### src/rtl/sd_otf_converter.sv
// On-the-fly conversion of an MSD-first radix-2 signed-digit stream into a
// two's-complement word, handed downstream over a valid/ready handshake.
module sd_otf_converter #(
   parameter int N_DIGITS = 8
) (
   input  logic                clk,
   input  logic                rst,
   input  logic [1:0]          digit_in,
   input  logic                In_vld,
   output logic                In_rdy,
   output logic [N_DIGITS:0]   res,
   output logic                res_zero,
   output logic                Out_vld,
   input  logic                Out_rdy
);

   localparam int W     = N_DIGITS + 1;
   localparam int CNT_W = $clog2(N_DIGITS) + 1;

   typedef enum logic {S_COLLECT, S_HOLD} state_t;

   state_t                   state_q, state_d;
   logic signed [W-1:0]      q_q, q_d;
   logic signed [W-1:0]      qm_q, qm_d;
   logic signed [W-1:0]      res_q, res_d;
   logic                     res_zero_q, res_zero_d;
   logic [CNT_W-1:0]         cnt_q, cnt_d;
   logic                     in_rdy_q, in_rdy_d;
   logic                     out_vld_q, out_vld_d;
   logic                     dig_acc, res_acc, last_dig;
   logic signed [W-1:0]      q_upd, qm_upd;

   function automatic logic signed [W-1:0] shl_in(input logic signed [W-1:0] x, input logic b);
      shl_in = {x[W-2:0], b};
   endfunction

   assign dig_acc  = In_vld & in_rdy_q;
   assign res_acc  = Out_rdy & out_vld_q;
   assign last_dig = (cnt_q == CNT_W'(N_DIGITS - 1));

   // Digit append: QM = Q - ulp lets a -1 digit borrow without carry propagation
   always_comb begin
      q_upd  = shl_in(q_q, 1'b0);
      qm_upd = shl_in(qm_q, 1'b1);
      case (digit_in)
         2'b10: begin
            q_upd  = shl_in(q_q, 1'b1);
            qm_upd = shl_in(q_q, 1'b0);
         end
         2'b01: begin
            q_upd  = shl_in(qm_q, 1'b1);
            qm_upd = shl_in(qm_q, 1'b0);
         end
         default: ;
      endcase
   end

   always_comb begin
      state_d    = state_q;
      q_d        = q_q;
      qm_d       = qm_q;
      res_d      = res_q;
      res_zero_d = res_zero_q;
      cnt_d      = cnt_q;
      in_rdy_d   = in_rdy_q;
      out_vld_d  = out_vld_q;
      case (state_q)
         S_COLLECT: begin
            if (dig_acc) begin
               q_d  = q_upd;
               qm_d = qm_upd;
               if (last_dig) begin
                  res_d      = q_upd;
                  res_zero_d = (q_upd == '0);
                  out_vld_d  = 1'b1;
                  in_rdy_d   = 1'b0;
                  cnt_d      = '0;
                  state_d    = S_HOLD;
               end else begin
                  cnt_d = cnt_q + 1'b1;
               end
            end
         end
         S_HOLD: begin
            if (res_acc) begin
               out_vld_d = 1'b0;
               in_rdy_d  = 1'b1;
               q_d       = '0;
               qm_d      = '1;
               state_d   = S_COLLECT;
            end
         end
         default: state_d = S_COLLECT;
      endcase
   end

   always_ff @(posedge clk) begin
      if (rst) begin
         state_q    <= S_COLLECT;
         q_q        <= '0;
         qm_q       <= '1;
         res_q      <= '0;
         res_zero_q <= 1'b0;
         cnt_q      <= '0;
         in_rdy_q   <= 1'b1;
         out_vld_q  <= 1'b0;
      end else begin
         state_q    <= state_d;
         q_q        <= q_d;
         qm_q       <= qm_d;
         res_q      <= res_d;
         res_zero_q <= res_zero_d;
         cnt_q      <= cnt_d;
         in_rdy_q   <= in_rdy_d;
         out_vld_q  <= out_vld_d;
      end
   end

   assign In_rdy   = in_rdy_q;
   assign Out_vld  = out_vld_q;
   assign res      = res_q;
   assign res_zero = res_zero_q;

endmodule

### config.mk
export PLATFORM = sky130hd
export DESIGN_NAME = sd_otf_converter
export DESIGN_NICKNAME = d
export VERILOG_FILES = /design/src/rtl/sd_otf_converter.sv
export SDC_FILE = /design/constraint.sdc
export NUM_CORES = 1
export LEC_CHECK = 0
export ABC_AREA = 1
export CAP_MARGIN = 10
export CORE_AREA = 2 2 68 83
export CTS_CLUSTER_DIAMETER = 80
export DETAILED_ROUTE_END_ITERATION = 12
export DIE_AREA = 0 0 70 85
export GPL_TIMING_DRIVEN = 0
export HOLD_SLACK_MARGIN = 0.02
export PLACE_DENSITY_LB_ADDON = 0.08
export SLEW_MARGIN = 20
export SYNTH_ARGS = -nofsm -noshare
export SYNTH_HDL_FRONTEND = slang
export SYNTH_SLANG_ARGS = --single-unit
export TNS_END_PERCENT = 10
### constraint.sdc
create_clock -name clk -period 1.5 [get_ports clk]
set_input_delay 0.225 -clock clk [delete_from_list [all_inputs] [get_ports clk]]
set_output_delay 0.225 -clock clk [all_outputs]
set_load 0.05 [all_outputs]
==> flow_metrics.tcl <==
set metrics [dict create \
    post-route-period-util 0.942 \
    area_delta_synth_final_pct 27.5 \
    cts.clk_slew.worst_paths_ps 70 \
    grt_pass1_vias 1334 \
    power_density_nw_per_um2 991 \
    cap_violations 0 \
    crit_arrival_ps 1190 \
    tritoncts.num_buffers 5 \
    syn_inst 225 \
    synth_compound_area_frac 0.132 \
    cp_max_fo 4 \
    timing.final.ws_setup_ps 87.7 \
    total_power_mw 1.99 \
    pre_cts_slack_ps -513 \
    yosysUniqueCellTypes 26 \
    fmax_mhz 708 \
    cts_hold_buffers 0 \
    ant_nets 0 \
    fin_worst_skew_ps 6.33 \
    synth_top_family_by_area "simple AND/OR/NAND/NOR gates" \
    dpl.hpwl_um 2810 \
    maxSlewViolCount 0 \
    endpoint_kind "output pin" \
    synth-xor-area-share 0.00557 \
    p_leak_nw 0.961 \
    fillers 578 \
    antenna_found_initial 0 \
    cts_sinks 33 \
    ys_seq_area_frac 0.420 \
    maxSlewHeadroom 0.675 \
    routed_wl_um 3790 \
    hold_viol 0 \
    clockRootBuffer "clkbuf_8" \
    wl_per_cell_um 12.0 \
    outcome "complete, no violations" \
    cp_cell_sequence "dlygate4sd2_1" \
    synth-simple-area-share 0.335 \
    first_iter_violations 60 \
    syn_area_um2 1570 \
    gp_congestion 0.771 \
    dieArea_um2 5950 \
    grt_pass1_wl_um 6710 \
    die_w_um 70 \
    synth-adder-area-share 0.0239 \
    crit_buf_inv 1 \
    firstDrtPassIters 4 \
    crit_path_top_delay_cell "dlygate4sd2_1" \
    numPortBuffers 17 \
    grt.total_usage 0.141 \
    synth-seq-cells 33 \
    synthMuxAreaShare 0 \
    start_util 0.305 \
    final_nets 261 \
    cts_tree "yes" \
    critPathLaunchType "flop" \
    cts_buffer_depth 2 \
    fp.dieH_um 85 \
    drc 0 \
    clock_latency_ps 290 \
    cpLargestDelayFamily "buffers and inverters" \
    num_vias 1401 \
    irDropWorstVdd_mv 0.344 \
    syn-mean-instance-area_um2 6.98 \
    final_core_util 0.389 \
    tightest_slew_ps 490 \
    required_ps 1270 \
    ios 18 \
    grt_remaining_overflow 0 \
    finalSetupViolations 0 \
    synth_nets 234 \
    rsz0062_at_grt "false" \
    core-area_um2 5150 \
    register_area_um2 662 \
    grt_max_degree 11 \
    ys_warn_count 0 \
    fin_crit_ps 1410 \
    critPathKind "reg2out" \
    rows 29 \
    htreeDepth 2 \
    hold_class "reg2reg" \
    critPathMaxStageDelay_ps 540 \
    diodes 0 \
    post_drt_via_cell_ratio 4.45 \
    multi_input_area_um2 837 \
    layout-drive-gt1-share 0.174 \
]
## final timing paths
| path | endpoint | slack (ps) | cells past startpoint | startpoint |
|---|---|---|---|---|
| max | Out_vld | 90 | 1 | Out_vld |
| min | res[4] | 450 | 2 | res[4] |
| max reg2reg | q_q[7] | 150 | 9 | state_q |
| min reg2reg | res[4] | 450 | 2 | res[4] |
## kinds of logic (layout without fill, tap and decap cells)
group	count (synthesis)	after routing
flops	33	33
xor+xnor	1	1
buf+inv	26	54
compound gates	37	37
fa+ha+maj	3	3
simple gates	125	125
## registers in the layout, indices dropped and copies added (netlist names)
signal	cells
qm_q	8
Out_vld	1
In_rdy	1
state_q	1
cnt_q	4
res_zero	1
res	9
q_q	8
## power breakdown
group / leakage (nW) / total [mW] / switching (mW) / internal (mW)
combinational: 0.638 / 0.289 / 0.172 / 0.117
sequential: 0.269 / 0.937 / 0.0261 / 0.911
clock: 0.0542 / 0.761 / 0.346 / 0.415
## cells in the mapped netlist (all sizes together)
library cell	n	area, µm²
inv	17	66.3
ha	3	37.5
a21boi	3	26.3
a21oi	16	83.8
dfxtp	33	661
clkbuf	2	8.75
nand2	93	369
nand3	13	65.1
nor2	17	80.1
o21a	3	22.5
o21ai	15	75.1
or2	1	6.26
xnor2	1	8.76
nand4	1	6.26
buf	7	55.1
## cell type report
cell class / count / share of cell area
buffer: 9 / 0.0387
clock buffer: 7 / 0.0481
clock inverter: 1 / 0.00250
inverter: 17 / 0.0343
multi-input combinational: 166 / 0.418
sequential: 33 / 0.330
tap: 62 / 0.0387
timing repair buffer: 20 / 0.0899
## metal layers
layer,track usage,share of wire
met2,0.234,0.47
met5,0,0
met3,0.0368,0.028
met4,0.0420,0.010
met1,0.180,0.49
## placed cells by master (no fill, tap or decap), drive strengths merged
master,count
ha,3
nand3,13
dlygate4sd2,12
buf,9
nand2,93
or2,1
dfxtp,33
inv,17
dlymetal6s2s,2
a21boi,3
o21a,3
xnor2,1
clkinv,1
o21ai,15
a21oi,16
nand4,1
clkbuf,10
nor2,17
clkdlybuf4s50,3
## timing repair
item                                   CTS  global route
setup endpoints to repair               33            25
setup buffers                            0             2
resized for setup                       23            15
endpoints found under the hold margin    0             0
cloned                                   0             1
pin swaps                                1             3
## stage by stage
stage          hold slack [ps]  std cells  area (µm²)  TNS, ps
3_5_place_dp               441        304        1820    -9560
2_1_floorplan              325        225        1570        0
6_report                   451        315        2000        0
4_1_cts                    453        312        1940     -608
3_3_place_gp               439        304        1820    -9530
5_1_grt                    466        315        2000        0
No activity file was read; power rests on OpenSTA's default activity.
